## config.mk

```make
export PLATFORM = sky130hd
export DESIGN_NAME = flowstate_upd_sched
export DESIGN_NICKNAME = d
export VERILOG_FILES = /design/src/rtl/flowstate_pkg.sv /design/src/rtl/flowstate_rr_arb2.sv /design/src/rtl/flowstate_upd_sched.sv
export SDC_FILE = /design/constraint.sdc
export NUM_CORES = 1
export LEC_CHECK = 0
export CAP_MARGIN = 25
export CORE_AREA = 8 8 159 116
export CTS_BUF_LIST = sky130_fd_sc_hd__clkbuf_4 sky130_fd_sc_hd__clkbuf_8
export DETAILED_ROUTE_END_ITERATION = 8
export DIE_AREA = 0 0 167 124
export GPL_TIMING_DRIVEN = 0
export HOLD_SLACK_MARGIN = 0.02
export PLACE_DENSITY_LB_ADDON = 0.25
export SETUP_SLACK_MARGIN = 0.4
export SYNTH_ARGS = -nofsm -noshare
export SYNTH_HDL_FRONTEND = slang
export SYNTH_HIERARCHICAL = 1
export SYNTH_SLANG_ARGS = --single-unit
```

## constraint.sdc

```tcl
create_clock -name clk -period 12.07 [get_ports clk]
set_clock_uncertainty 0.15 [all_clocks]
set_input_delay 2.414 -clock clk [delete_from_list [all_inputs] [get_ports clk]]
set_output_delay 2.414 -clock clk [all_outputs]
set_load 0.02 [all_outputs]
```

## src/rtl/flowstate_pkg.sv

```systemverilog
// Shared opcodes and requester identifiers for the flowstate update scheduler.
package flowstate_pkg;

  localparam logic [1:0] OP_SET  = 2'd0;
  localparam logic [1:0] OP_CLR  = 2'd1;
  localparam logic [1:0] OP_ADD  = 2'd2;
  localparam logic [1:0] OP_READ = 2'd3;

  localparam logic SRC_PKT = 1'b0;
  localparam logic SRC_CSR = 1'b1;

endpackage

```

## src/rtl/flowstate_rr_arb2.sv

```systemverilog
// Two-way round-robin arbiter between the packet path and the CSR path.
// A requester is granted unless the other one is also requesting and it is
// the other one's turn, so an idle arbiter shows both grants high.
module flowstate_rr_arb2
  import flowstate_pkg::*;
(
  input  logic clk,
  input  logic rst,
  input  logic req_pkt,
  input  logic req_csr,
  input  logic accept,
  output logic grant_pkt,
  output logic grant_csr
);

  logic last_r;

  // Grant decode from the last-grant pointer.
  always_comb begin
    grant_pkt = !(req_csr && (last_r == SRC_PKT));
    grant_csr = !(req_pkt && (last_r == SRC_CSR));
  end

  // Last-grant pointer moves only when a transfer is actually accepted.
  always_ff @(posedge clk) begin
    if (rst) begin
      last_r <= SRC_CSR;
    end else if (accept && req_pkt && grant_pkt) begin
      last_r <= SRC_PKT;
    end else if (accept && req_csr && grant_csr) begin
      last_r <= SRC_CSR;
    end else begin
      last_r <= last_r;
    end
  end

endmodule

```

## src/rtl/flowstate_upd_sched.sv

```systemverilog
// Read-modify-write scheduler for the flowstate tables: arbitrates between
// the packet and CSR requesters, reads the master copy, applies the opcode
// with two-deep write forwarding and drives the replica broadcast bus.
module flowstate_upd_sched
  import flowstate_pkg::*;
#(
  parameter int FLOWSTATE_WIDTH = 32,
  parameter int ADDR_WIDTH      = 10,
  parameter int OP_WIDTH        = 2
) (
  input  logic                       clk,
  input  logic                       rst,
  input  logic [ADDR_WIDTH-1:0]      s_pkt_addr,
  input  logic [OP_WIDTH-1:0]        s_pkt_op,
  input  logic [FLOWSTATE_WIDTH-1:0] s_pkt_data,
  input  logic                       s_pkt_valid,
  output logic                       s_pkt_ready,
  input  logic [ADDR_WIDTH-1:0]      s_csr_addr,
  input  logic [OP_WIDTH-1:0]        s_csr_op,
  input  logic [FLOWSTATE_WIDTH-1:0] s_csr_data,
  input  logic                       s_csr_valid,
  output logic                       s_csr_ready,
  output logic [ADDR_WIDTH-1:0]      m_rd_addr,
  output logic                       m_rd_en,
  input  logic [FLOWSTATE_WIDTH-1:0] m_rd_data,
  output logic [ADDR_WIDTH-1:0]      bcd_addr_out,
  output logic [FLOWSTATE_WIDTH-1:0] bcd_flowstate_out,
  output logic                       bcd_valid_out,
  output logic [FLOWSTATE_WIDTH-1:0] m_rsp_data,
  output logic [ADDR_WIDTH-1:0]      m_rsp_addr,
  output logic                       m_rsp_src,
  output logic                       m_rsp_valid,
  input  logic                       m_rsp_ready
);

  logic                       open_s;
  logic                       grant_pkt_s;
  logic                       grant_csr_s;
  logic                       take_pkt_s;
  logic                       take_csr_s;
  logic                       accept_s;
  logic                       s1_is_read_s;
  logic                       s1_write_s;
  logic [FLOWSTATE_WIDTH-1:0] old_s;
  logic [FLOWSTATE_WIDTH-1:0] new_s;

  logic                       s1_valid_r;
  logic [ADDR_WIDTH-1:0]      s1_addr_r;
  logic [OP_WIDTH-1:0]        s1_op_r;
  logic [FLOWSTATE_WIDTH-1:0] s1_data_r;
  logic                       s1_src_r;

  logic                       bcd_valid_r;
  logic [ADDR_WIDTH-1:0]      bcd_addr_r;
  logic [FLOWSTATE_WIDTH-1:0] bcd_data_r;

  logic                       hist_valid_r;
  logic [ADDR_WIDTH-1:0]      hist_addr_r;
  logic [FLOWSTATE_WIDTH-1:0] hist_data_r;

  logic                       rsp_valid_r;
  logic [FLOWSTATE_WIDTH-1:0] rsp_data_r;
  logic [ADDR_WIDTH-1:0]      rsp_addr_r;
  logic                       rsp_src_r;

  // Accept gate: closed in reset, while a response is stuck, and while a READ
  // sits in compute (it will need the response register next cycle).
  always_comb begin
    s1_is_read_s = s1_valid_r && (s1_op_r == OP_WIDTH'(OP_READ));
    s1_write_s   = s1_valid_r && (s1_op_r != OP_WIDTH'(OP_READ));
    open_s       = !rst && !(rsp_valid_r && !m_rsp_ready) && !s1_is_read_s;
  end

  flowstate_rr_arb2 u_arb (
    .clk       (clk),
    .rst       (rst),
    .req_pkt   (s_pkt_valid),
    .req_csr   (s_csr_valid),
    .accept    (open_s),
    .grant_pkt (grant_pkt_s),
    .grant_csr (grant_csr_s)
  );

  // Stage 0: handshake and combinational master-copy read for the winner.
  always_comb begin
    take_pkt_s  = open_s && s_pkt_valid && grant_pkt_s;
    take_csr_s  = open_s && s_csr_valid && grant_csr_s;
    accept_s    = take_pkt_s || take_csr_s;
    s_pkt_ready = open_s && grant_pkt_s;
    s_csr_ready = open_s && grant_csr_s;
    m_rd_en     = accept_s;
    if (take_csr_s) begin
      m_rd_addr = s_csr_addr;
    end else begin
      m_rd_addr = s_pkt_addr;
    end
  end

  // Stage 1 operand: newest pending write to the same address wins over RAM.
  always_comb begin
    if (bcd_valid_r && (bcd_addr_r == s1_addr_r)) begin
      old_s = bcd_data_r;
    end else if (hist_valid_r && (hist_addr_r == s1_addr_r)) begin
      old_s = hist_data_r;
    end else begin
      old_s = m_rd_data;
    end
    case (s1_op_r)
      OP_WIDTH'(OP_SET): new_s = s1_data_r;
      OP_WIDTH'(OP_CLR): new_s = {FLOWSTATE_WIDTH{1'b0}};
      OP_WIDTH'(OP_ADD): new_s = old_s + s1_data_r;
      default:           new_s = old_s;
    endcase
  end

  // Compute-stage request register, loaded with the granted request.
  always_ff @(posedge clk) begin
    if (rst) begin
      s1_valid_r <= 1'b0;
      s1_addr_r  <= {ADDR_WIDTH{1'b0}};
      s1_op_r    <= {OP_WIDTH{1'b0}};
      s1_data_r  <= {FLOWSTATE_WIDTH{1'b0}};
      s1_src_r   <= SRC_PKT;
    end else begin
      s1_valid_r <= accept_s;
      s1_addr_r  <= take_csr_s ? s_csr_addr : s_pkt_addr;
      s1_op_r    <= take_csr_s ? s_csr_op   : s_pkt_op;
      s1_data_r  <= take_csr_s ? s_csr_data : s_pkt_data;
      s1_src_r   <= take_csr_s ? SRC_CSR    : SRC_PKT;
    end
  end

  // Broadcast register plus one-deep history of the previous broadcast.
  always_ff @(posedge clk) begin
    if (rst) begin
      bcd_valid_r  <= 1'b0;
      bcd_addr_r   <= {ADDR_WIDTH{1'b0}};
      bcd_data_r   <= {FLOWSTATE_WIDTH{1'b0}};
      hist_valid_r <= 1'b0;
      hist_addr_r  <= {ADDR_WIDTH{1'b0}};
      hist_data_r  <= {FLOWSTATE_WIDTH{1'b0}};
    end else begin
      bcd_valid_r  <= s1_write_s;
      if (s1_write_s) begin
        bcd_addr_r <= s1_addr_r;
        bcd_data_r <= new_s;
      end else begin
        bcd_addr_r <= bcd_addr_r;
        bcd_data_r <= bcd_data_r;
      end
      hist_valid_r <= bcd_valid_r;
      hist_addr_r  <= bcd_addr_r;
      hist_data_r  <= bcd_data_r;
    end
  end

  // Response register: loaded by a READ, held until the consumer takes it.
  always_ff @(posedge clk) begin
    if (rst) begin
      rsp_valid_r <= 1'b0;
      rsp_data_r  <= {FLOWSTATE_WIDTH{1'b0}};
      rsp_addr_r  <= {ADDR_WIDTH{1'b0}};
      rsp_src_r   <= SRC_PKT;
    end else if (s1_is_read_s) begin
      rsp_valid_r <= 1'b1;
      rsp_data_r  <= old_s;
      rsp_addr_r  <= s1_addr_r;
      rsp_src_r   <= s1_src_r;
    end else if (rsp_valid_r && m_rsp_ready) begin
      rsp_valid_r <= 1'b0;
    end else begin
      rsp_valid_r <= rsp_valid_r;
    end
  end

  assign bcd_valid_out     = bcd_valid_r;
  assign bcd_addr_out      = bcd_addr_r;
  assign bcd_flowstate_out = bcd_data_r;
  assign m_rsp_valid       = rsp_valid_r;
  assign m_rsp_data        = rsp_data_r;
  assign m_rsp_addr        = rsp_addr_r;
  assign m_rsp_src         = rsp_src_r;

endmodule

```

; After elaboration in Yosys (flattened, before gate mapping)
; Index checks and enable logic that the tools add are counted.
[word_totals]
register_bits = 177
latch_bits = 0
ram_bits = 0
romBits = 0
in_bits = 125
out_inout_bits = 100
word_cells = 61
mem_count = 0
[classes]
addsub = 1
multipliers = 0
n_div = 0
order_cmp = 0
n_eq_ne = 6
n_shift = 0
n_mux = 11
n_bitwise = 1
reduce_logical = 26
[op_table]
columns = cell, count
row1 = two-way mux 32 bit, 3
row2 = case mux 32 bit (3 select lines), 1
row3 = adder 32 bit, 1
row4 = equality test 10 bit, 2
row5 = logical AND 1 bit, 16
row6 = two-way mux 10 bit, 1
row7 = logical NOT 1 bit, 6
row8 = two-way mux 1 bit, 5
row9 = equality test 2 bit (second input constant), 2
row10 = nonzero test 2 bit, 2
row11 = equality test 2 x 1 -> 1 bit (second input constant), 1
row12 = logical NOT 2 bit, 1
row13 = two-way mux 2 bit, 1
row14 = inequality test 2 bit (second input constant), 1
row15 = logical OR 1 bit, 1
row16 = NOT 1 bit, 1

; Logic depth before layout (Yosys ltp)
; Gate-level depths: netlist of the first run.
[depth]
word_depth = 9
mapped_depth = 17
depth_no_buf = 15

; Cells and area by module
; Netlist of the first run, hierarchy kept.
[modules_own_cells]
columns = module, instances, cells_each, area_per_inst_um2, seq_area_each_um2
row1 = flowstate_upd_sched, 1, 1038, 8543.2, 3523.4
row2 = flowstate_rr_arb2, 1, 6, 52.6, 20.0

; Worst setup path before layout of the first run
; OpenSTA, ideal clock, no wires.
[synth_path]
kind = input to output
startpoint = input rst
endpoint = output m_rd_en
arrival_ns = 3.890
required_time_ns = 9.506
slack_ns = 5.616
stages = 8
n_path_buf = 3
path_cell_list = clkbuf_1 nor3_2 and2_1 nand2_1 inv_1 buf_2 buf_4 a21o_1
[synth_via]
elab_chain_cells = 6
word_cells_on_any_way = 8
[synth_rtl]
columns = element, line_no
row1 = "start, declared", flowstate_upd_sched.sv:12  ; input logic rst,
row2 = logical NOT 1 bit *, flowstate_upd_sched.sv:71  ; open_s = !rst && !(rsp_valid_r && !m_rsp_ready) && !s1_is_read_s;
row3 = logical AND 1 bit * (2 in series), flowstate_upd_sched.sv:71
row4 = named net open_s, flowstate_upd_sched.sv:36  ; logic open_s;
row5 = "logical AND 1 bit, on equally long branches (2 in series)", "flowstate_upd_sched.sv:86, flowstate_upd_sched.sv:87"
row6 = logical OR 1 bit *, flowstate_upd_sched.sv:88  ; accept_s = take_pkt_s || take_csr_s;
row7 = "end, declared", flowstate_upd_sched.sv:24  ; output logic m_rd_en,
; Mark *: on every way through the listed nets, which the timed path passes. The rest lies on a longest branch.

; Final worst setup path of the first run
[layout_path]
startpoint = input rst
endpoint = output m_rd_addr[7]
[layout_via]
elab_chain_cells = 6
[layout_rtl]
columns = element, line_no
row1 = logical NOT 1 bit, flowstate_upd_sched.sv:71
row2 = logical AND 1 bit (2 in series), flowstate_upd_sched.sv:71
row3 = named net open_s, flowstate_upd_sched.sv:36
row4 = logical AND 1 bit (2 in series), flowstate_upd_sched.sv:87  ; take_csr_s = open_s && s_csr_valid && grant_csr_s;
row5 = two-way mux 10 bit, flowstate_upd_sched.sv:92  ; if (take_csr_s) begin
row6 = "end, declared", flowstate_upd_sched.sv:23  ; output logic [ADDR_WIDTH-1:0] m_rd_addr,
; The timed path passes the listed nets, and every way through them passes these cells.

==> run metrics, run 1 <==
Final Hold Fails=0; crit start category=input port; total power=1.40 mW; overall routing resource usage=28.6%; Worst slew margin=45.5%; post-synthesis net count=1211; Rows=39; vias in the first global route=8528; Pre-antenna DRT Iters=6; synth warn=6; input/output buffers=224; GRT overflow=0; # hold bufs at CTS=0; fin util=72.2%; fin crit period=7.94 ns; Clk Latency, worst-skew pair=0.48 ns; Core ar.=16000 um^2; PwrDens=122 nW/um^2; # IOs=225; Bufs and invs on worst path=4; Synth Cell Area=8600 um^2; Max Freq=0.126 GHz; DIE WIDTH=167 um; fin. max-slew vios=0; critical path, cell by cell=clkdlybuf4s50_1 > clkbuf_1 > nor3_2 > and2_1 > nand2_1 > clkbuf_1 > nand2_1 > nand2_1 > clkdlybuf4s50_1; critical path's slowest cell=clkdlybuf4s50_1; count of cell types in the netlist=59; NumNets Final=1454; CP Capture Type=output pin; # clock sinks=177; CP Class=input port to output pin; most common cell after layout, fill and taps aside=clkdlybuf4s50_1; Top FF cell, synth=dfxtp_1; syn avg cell area=8.23 um^2; Die Area=20700 um^2; dpl cells=1473; commonest cells after routing, fill and taps aside=clkdlybuf4s50_1 (224), nand2_1 (218), dfxtp_1 (177), a21oi_1 (166), nor2_1 (63); Finish-stage setup viols=0; CP delay by family, top=buffers and inverters; setup bufs post-CTS=0; Post-synth EDFFs=0; switch share=32.6%; die height=124 um; Clock Power Share=31.2%; Routed WL=29900 um; Clk pin slew, worst setup/hold paths=0.10 ns; clk root buf=clkbuf_8; status=complete, no violations; total CTS buffers=17; worst hold margin=0.298 ns; pin count of the biggest net entering global routing=20; worst path arrival time=5.38 ns; layout cells sized above 1=4.08%; initial antenna violation count=1; most frequent CP cell=nand2_1; Reg power frac=45.9%; WL/cell=19.8 um; Via density=5.70; sw power=458 uW; combinational group share of total power=22.9%; static leakage power=4.55 nW; sequential share of the synthesized area=41.2%; hold crit path type=flip-flop to flip-flop; Final period util=65.8%; Least-Margin Pin Slew=0.817 ns; ys async rst share=0%; VDD IR-drop max=0.0000723 V; Max Cap Viol=0; post_cts resized=0; Int Pwr=944 uW; RSZ-0062 raised after global routing=no; fill count=1301; Yosys reg bits=177; CTS tree=built; ANT nets after route=0; synthesis-to-finish area growth=34.0%; vias=8578; htree depth=4; first-pass GRT wire length=46400 um; setup TNS=0 ns; gpl congestion=0.928; fin cells=1506; initial DRC count=664; WP data required=9.51 ns; DR DRC count=0; cell count after synthesis=1044; clock buffer depth=2; Initial Util=53.9%; Detail Placement HPWL=22800 um; CP max stage delay=0.61 ns; Crit Path Max Fanout=10
[state kept, by name, summed over array words and instances, names as in the netlist]
register	count
bcd_flowstate_out	32
hist_data_r	32
m_rsp_data	32
s1_data_r	32
bcd_addr_out	10
hist_addr_r	10
m_rsp_addr	10
s1_addr_r	10
s1_op_r	2
bcd_valid_out	1
hist_valid_r	1
m_rsp_src	1
m_rsp_valid	1
s1_src_r	1
s1_valid_r	1
u_arb/last_r	1
[power groups by stage]
stage	Clock (mW)	Sequential, mW	Combinational (mW)
3_3_place_gp	0	0.655	0.311
5_1_grt	0.463	0.647	0.348
2_1_floorplan	0	0.667	0.166
4_1_cts	0.437	0.643	0.317
6_report	0.438	0.644	0.320
3_5_place_dp	0	0.656	0.314
[Yosys cell counts (3+ instances only)]
cell | count | share of area, %
a21o_1 | 18 | 1.6
nor3b_1 | 3 | 0.26
xor2_1 | 12 | 1.2
a211oi_1 | 8 | 0.70
nor2b_1 | 49 | 3.6
o21ai_0 | 24 | 1.4
xnor2_1 | 27 | 2.8
buf_2 | 9 | 0.52
o22a_1 | 10 | 1.0
nor3_1 | 5 | 0.29
mux2_2 | 4 | 0.52
a31oi_1 | 4 | 0.29
nand2_1 | 218 | 9.5
clkbuf_1 | 43 | 1.9
nor2_1 | 63 | 2.8
o211ai_1 | 3 | 0.26
mux2i_1 | 39 | 4.5
a21oi_1 | 166 | 9.7
or3_1 | 6 | 0.44
a2bb2oi_1 | 8 | 0.82
ha_1 | 41 | 6.0
nand2b_1 | 4 | 0.29
and3_1 | 8 | 0.58
nor4b_1 | 3 | 0.31
a221oi_1 | 7 | 0.71
buf_1 | 9 | 0.39
and2_1 | 10 | 0.73
dfxtp_1 | 177 | 41
nand3_1 | 10 | 0.58
a21boi_0 | 4 | 0.35
inv_1 | 5 | 0.22
a22oi_1 | 4 | 0.35
o21a_1 | 3 | 0.26
nand4_1 | 6 | 0.44
[worst register-to-register path: stages (launching register included)]
cell and delay, ns:
dfxtp_1 0.43, xnor2_1 0.17, nand4_1 0.14, nor3_2 0.53, buf_2 0.44, mux2i_1 0.23, a21oi_1 0.10, ha_1 0.25
fa_1 0.46, nand3_1 0.11, nand2_1 0.12, a41o_1 0.33, a221oi_1 0.51, o21ai_1 0.35, xor2_1 0.23, a221oi_1 0.31
nor3_1 0.10
[cell families (layout without fill, tap and decap cells)]
group,count (synthesis),count (layout),synth area share [%]
AOI/OAI and AO/OA,281,281,19.7
xor gates and xnor gates,39,39,3.97
adders and majority gates,42,42,6.20
buffers and inverters,68,324,3.16
DFF,177,177,41.2
muxes,43,43,5.07
other,0,1,0
and+or+nand+nor,394,394,20.7
[per-stage QoR]
step	setup WS (ns)	area, um^2
after floorplan	5.62	8600
after global placement	4.23	11100
after detailed placement	4.24	11100
after CTS	4.22	11500
after global routing	3.94	11500
final	4.13	11500
[worst paths after layout]
| check | from | to | slack (ns) | cells after the start |
|---|---|---|---|---|
| hold reg to reg | s1_src_r | m_rsp_src | 0.30 | 2 |
| setup reg to reg | s1_addr_r[6] | bcd_flowstate_out[22] | 6.95 | 16 |
| hold / removal | s1_src_r | m_rsp_src | 0.30 | 2 |
| setup / recovery | rst | m_rd_addr[7] | 4.13 | 9 |
[area by class of cell]
type | instances | area, um^2 | share of cell area (%)
Sequential cell | 177 | 3540 | 30.8
Clock inverter | 15 | 190 | 1.65
Buffer | 63 | 253 | 2.19
Multi-Input combinational cell | 799 | 4780 | 41.5
Antenna cell | 1 | 2.50 | 0.0217
Clock buffer | 17 | 234 | 2.03
Inverter | 5 | 18.8 | 0.163
Timing Repair Buffer | 224 | 2240 | 19.5
Tap cell | 205 | 256 | 2.23
[per-layer routing]
metal	routed length, um	vias up	GRT usage, %
met5	0	-	0
met4	729	0	9.93
met3	2880	51	8.99
met2	12900	405	44.6
met1	13300	4024	37.3
li1	-	4098	-
Power figures use the tool's default switching activity.
==> run 2, diff against run 1 <==
CORE_AREA = 8 8 173 126   (was 8 8 159 116)
DIE_AREA = 0 0 181 134   (was 0 0 167 124)
clock period = 7 ns   (was 12.07 ns; I/O delays follow)
==> run metrics, run 2 (synthesis results as in run 1) <==
Least-Margin Pin Slew=0.817 ns (-0.000207 ns); vias=8291 (-3.3%); DIE WIDTH=181 um (+8.4%); worst path arrival time=4.51 ns (-0.87 ns); area of the multi-input gates=4780 um^2 (unchanged); die height=134 um (+8.1%); first-pass GRT wire length=46300 um (-0.21%); Clk pin slew, worst setup/hold paths=0.11 ns (about the same); GRT overflow=0 (unchanged); clock buffer depth=2 (unchanged); CP Capture Type=output pin; htree depth=4 (unchanged); VDD IR-drop max=0.000104 V (+43%); pin count of the biggest net entering global routing=21 (+5.0%); layout cells sized above 1=4.08% (unchanged); Rows=43 (+10%); setup bufs post-CTS=0 (unchanged); Initial Util=44.6% (-9.2 points); initial DRC count=626 (-5.7%); overall routing resource usage=24.3% (-4.3 points); commonest cells after routing, fill and taps aside=clkdlybuf4s50_1 (224), nand2_1 (218), dfxtp_1 (177), a21oi_1 (166), nor2_1 (63); Die Area=24300 um^2 (+17%); crit start category=input port; Worst slew margin=45.5% (about the same); # clock sinks=177 (unchanged); PwrDens=206 nW/um^2 (+69%); status=complete, no violations; total power=2.38 mW (+70%); clk root buf=clkbuf_8; static leakage power=4.54 nW (about the same); ANT nets after route=0 (unchanged); Clk Latency, worst-skew pair=0.48 ns (about the same); CTS tree=built; total CTS buffers=17 (unchanged); synthesis-to-finish area growth=34.5%; input/output buffers=224 (unchanged); setup TNS=0 ns (unchanged); Final period util=86.5%; Via density=5.36 (-5.9%); fin. max-slew vios=0 (unchanged); WL/cell=19.2 um (-3.2%); WP data required=5.45 ns (-4.06 ns); post_cts resized=0 (unchanged); Max Freq=0.165 GHz; CP Class=input port to output pin; # IOs=225 (unchanged); Routed WL=29700 um (-0.59%); R2R Setup Slk=1.98 ns (-4.97 ns); NumNets Final=1454 (unchanged); FF/Latch Area=3540 um^2 (unchanged); Pre-antenna DRT Iters=6 (unchanged); fill count=1770 (+36%); gpl congestion=0.918 (-1.2%); Crit Path Max Fanout=10 (unchanged); Max Cap Viol=0 (unchanged); vias in the first global route=8208 (-3.8%); Core ar.=19300 um^2 (+21%); DR DRC count=0 (unchanged); Detail Placement HPWL=22900 um (+0.61%); most common cell after layout, fill and taps aside=clkdlybuf4s50_1; hold crit path type=flip-flop to flip-flop; RSZ-0062 raised after global routing=no; Finish-stage setup viols=0 (unchanged); fin crit period=6.06 ns; # hold bufs at CTS=0 (unchanged); Ant. Diodes=0 (-1); initial antenna violation count=0 (-1); Final Hold Fails=0 (unchanged)
run 2: changes by cell type in the layout (fill, tap and decap cells not counted):
cell | previous run | this run
clkinv_8 | 3 | 6
inv_6 | 0 | 4
bufinv_16 | 1 | 0
clkinv_4 | 2 | 1
inv_8 | 7 | 3
diode_2 | 1 | 0
clkinvlp_4 | 2 | 1
run 2: per-layer routing:
| metal | global-route usage, % | part of all wire, % |
|---|---|---|
| met5 | 0 | 0 |
| met4 | 6.58 | 1.4 |
| met3 | 7.08 | 9.0 |
| met2 | 37.7 | 43 |
| met1 | 32.7 | 46 |
run 2: path summary, 6_finish.rpt:
kind,from,endpoint,depth (start not counted)
hold reg to reg,m_rsp_data[7],m_rsp_data[7],2
hold / removal,m_rsp_data[7],m_rsp_data[7],2
setup / recovery,rst,m_rd_addr[7],9
setup reg to reg,s1_addr_r[6],bcd_flowstate_out[22],16
run 2: worst max-delay path, stage by stage:
cell and delay (ns):
clkdlybuf4s50_1 0.50, clkbuf_1 0.44, nor3_2 0.14, and2_1 0.21, nand2_1 0.45, clkbuf_1 0.49
nand2_1 0.16, nand2_1 0.10, clkdlybuf4s50_1 0.60
run 2: layout make-up:
cell class	count	share of cell area, %
Buffer	63	2.19
Sequential cell	177	30.6
Clock inverter	15	1.58
Tap cell	247	2.67
Clock buffer	17	2.02
Multi-Input combinational cell	799	41.3
Inverter	5	0.162
Timing Repair Buffer	224	19.4
run 2: stage by stage:
stage / std cells / instance area [um^2] / utilization, % / hold WS (ns) / setup slack, ns
floorplan: 1044 / 8600 / - / 0.267 / 2.57
global placement: 1515 / 11100 / 57.9 / 0.277 / 0.974
detailed placement: 1515 / 11100 / 57.9 / 0.294 / 1.01
CTS: 1547 / 11600 / 60.0 / 0.311 / 0.981
global route: 1547 / 11600 / 60.0 / 0.329 / 0.724
finish: 1547 / 11600 / 60.0 / 0.308 / 0.945
run 2: power breakdown:
part,internal [mW],switching [mW]
Clock,0.275,0.450
Sequential,1.06,0.0452
Combinational,0.257,0.291
==> run 3, diff against run 2 <==
CORE_AREA = 8 8 174 127   (was 8 8 173 126)
DIE_AREA = 0 0 182 135   (was 0 0 181 134)
SYNTH_HIERARCHICAL = unset   (was 1)
==> run metrics, run 3 <==
Hold Path Stages=2 (unchanged); initial antenna violation count=0 (unchanged); hold path endpoint=m_rsp_src; gpl congestion=0.953 (+3.9%); ys async rst share=0% (unchanged); Worst slew margin=37.5% (-8.0 points); Max Cap Viol=0 (unchanged); layout cells sized above 1=4.43% (+0.36 points); hold crit path type=flip-flop to flip-flop; area of the multi-input gates=4900 um^2 (+2.5%); Post-synth EDFFs=0 (unchanged); fin. max-slew vios=0 (unchanged); Routed WL=30900 um (+4.1%); htree depth=4 (unchanged); Finish-stage setup viols=0 (unchanged); Top FF cell, synth=dfxtp_1; total CTS buffers=17 (unchanged); ANT nets after route=0 (unchanged); commonest cells after routing, fill and taps aside=clkdlybuf4s50_1 (224), nand2_1 (219), dfxtp_1 (177), a21oi_1 (129), nor2_1 (70); worst path arrival time=4.31 ns (-0.20 ns); crit start category=input port; Ant. Diodes=0 (unchanged); most common cell after layout, fill and taps aside=clkdlybuf4s50_1; dpl cells=1522 (+0.46%); setup TNS=0 ns (unchanged); PwrDens=212 nW/um^2 (+3.0%); Clk Latency, worst-skew pair=0.49 ns (about the same); Worst R2R End=bcd_flowstate_out[31]; fill count=1767 (-0.17%); input/output buffers=224 (unchanged); Clk pin slew, worst setup/hold paths=0.11 ns (about the same); FF/Latch Area=3540 um^2 (unchanged); CTS tree=built; Pre-antenna DRT Iters=5 (-1); RSZ-0062 raised after global routing=no; Via density=5.37 (+0.19%); Synth Cell Area=8730 um^2 (+1.6%); critical path, cell by cell=clkdlybuf4s50_1 > clkbuf_1 > clkbuf_1 > buf_1 > nor3_1 > clkdlybuf4s50_1; hold wc startpoint=s1_src_r; initial DRC count=643 (+2.7%); Synth area leaders=dfxtp_1 (41%), nand2_1 (9.4%), a21oi_1 (7.4%); setup bufs post-CTS=0 (unchanged); Die Area=24600 um^2 (+1.3%); fin util=60.6% (+0.56 points); CP max stage delay=0.69 ns (+0.09 ns); synth warn=0 (-6); Core ar.=19400 um^2 (+0.56%); # hold bufs at CTS=0 (unchanged); # clock sinks=177 (unchanged); Final period util=83.8% (-2.7 points); Synth area leader=dfxtp_1; WP data required=5.45 ns (about the same); vias=8350 (+0.71%); Max Freq=0.171 GHz (+3.3%); clock buffer depth=2 (unchanged); DIE WIDTH=182 um (+0.55%); critical path's slowest cell=buf_1; Yosys reg bits=177 (unchanged); pin count of the biggest net entering global routing=22 (+4.8%); Final Hold Fails=0 (unchanged); Yosys top cell area share=40.6% (-0.66 points); fin crit period=5.86 ns (-0.191 ns); VDD IR-drop max=0.000124 V (+19%); Post-DP Area=11300 um^2 (+1.2%); status=complete, no violations; Worst R2R Path Depth=16 (unchanged); sequential share of the synthesized area=40.6% (-0.66 points); Initial Util=45.1% (+0.47 points); count leader, synth=nand2_1; die height=135 um (+0.75%); syn avg cell area=8.31 um^2 (+0.94%); post-synthesis net count=1218 (+0.58%); static leakage power=4.67 nW (+2.8%); WL/cell=19.9 um (+3.6%); GRT overflow=0 (unchanged); NumNets Final=1462 (+0.55%); clk root buf=clkbuf_8; # IOs=225 (unchanged); first-pass GRT wire length=47100 um (+1.7%); Least-Margin Pin Slew=0.934 ns (+0.117 ns); commonest cells in the netlist=nand2_1 (219), dfxtp_1 (177), a21oi_1 (129); Detail Placement HPWL=23200 um (+1.3%); Crit Path Max Fanout=10 (unchanged); count of cell types in the netlist=59 (unchanged); synthesis-to-finish area growth=34.4%; overall routing resource usage=24.8% (+0.43 points); post_cts resized=0 (unchanged); fin cells=1555 (+0.52%); final non-filler cell area=11700 um^2 (+1.5%); Rows=43 (unchanged); cell count after synthesis=1051 (+0.67%); vias in the first global route=8298 (+1.1%); CP Class=input port to output pin; CP Capture Type=output pin; DR DRC count=0 (unchanged); R2R Setup Slk=2.17 ns (+0.19 ns); R2R Path Start=s1_addr_r[4]
## run 3: changes by cell type after synthesis, sizes merged, moves of 5 or more
| cell | change |
|---|---|
| nand3b | +32 |
| xor2 | +7 |
| o21a | +6 |
| inv | +5 |
| and2 | -6 |
| or3 | -5 |
| a21oi | -37 |
| a211oi | -6 |
| clkbuf | +7 |
| buf | -8 |
| and3 | -5 |
| nor2 | +7 |
## run 3: power by group
part	total, mW	internal, mW	switching (mW)
clock network	0.756	0.284	0.473
logic	0.617	0.284	0.333
registers	1.12	1.07	0.0477
total	2.49	1.64	0.854
## run 3: critical path, delay by kind of cell
kind                   cells  cell delay, ns
buffers and inverters      5            2.73
and+or+nand+nor            1            0.16
## run 3: layout make-up
| cell class | instances | area share (%) |
|---|---|---|
| Timing Repair Buffer | 225 | 19.2 |
| Inverter | 10 | 0.320 |
| Clock buffer | 17 | 1.99 |
| Clock inverter | 15 | 1.76 |
| Tap cell | 247 | 2.63 |
| Multi-Input combinational cell | 802 | 41.8 |
| Buffer | 62 | 2.14 |
| Sequential cell | 177 | 30.2 |
## run 3: kinds of logic after synthesis
logic type                 synth area share [%]
muxes                                      4.76
AOI/OAI and AO/OA                          18.1
xor gates and xnor gates                   4.91
buffers and inverters                      3.31
DFF                                        40.6
and+or+nand+nor                            22.3
adders and majority gates                  6.10
## run 3: metal layers
metal	up-vias	wire, um	global-route usage (%)
met5	-	0	0
met3	29	2490	7.30
met4	0	369	5.99
met2	307	13300	38.1
li1	4110	-	-
met1	3904	14800	33.5
## run 3: worst max path at each step
stage	slack, ns	depth (start not counted)	end	startpoint
floorplan	2.43	7	m_rd_addr[4]	m_rsp_ready
global placement	1.17	6	s_pkt_ready	rst
detailed placement	1.19	6	s_pkt_ready	rst
CTS	1.16	6	s_pkt_ready	rst
global route	1.03	6	s_pkt_ready	rst
finish	1.14	6	s_pkt_ready	rst
## run 3: through the flow
step	hold WS, ns	setup WS, ns	total power [mW]
2_1_floorplan	0.267	2.43	1.49
3_3_place_gp	0.273	1.17	1.74
3_5_place_dp	0.297	1.19	1.75
4_1_cts	0.314	1.16	2.49
5_1_grt	0.321	1.03	2.60
6_report	0.306	1.14	2.49
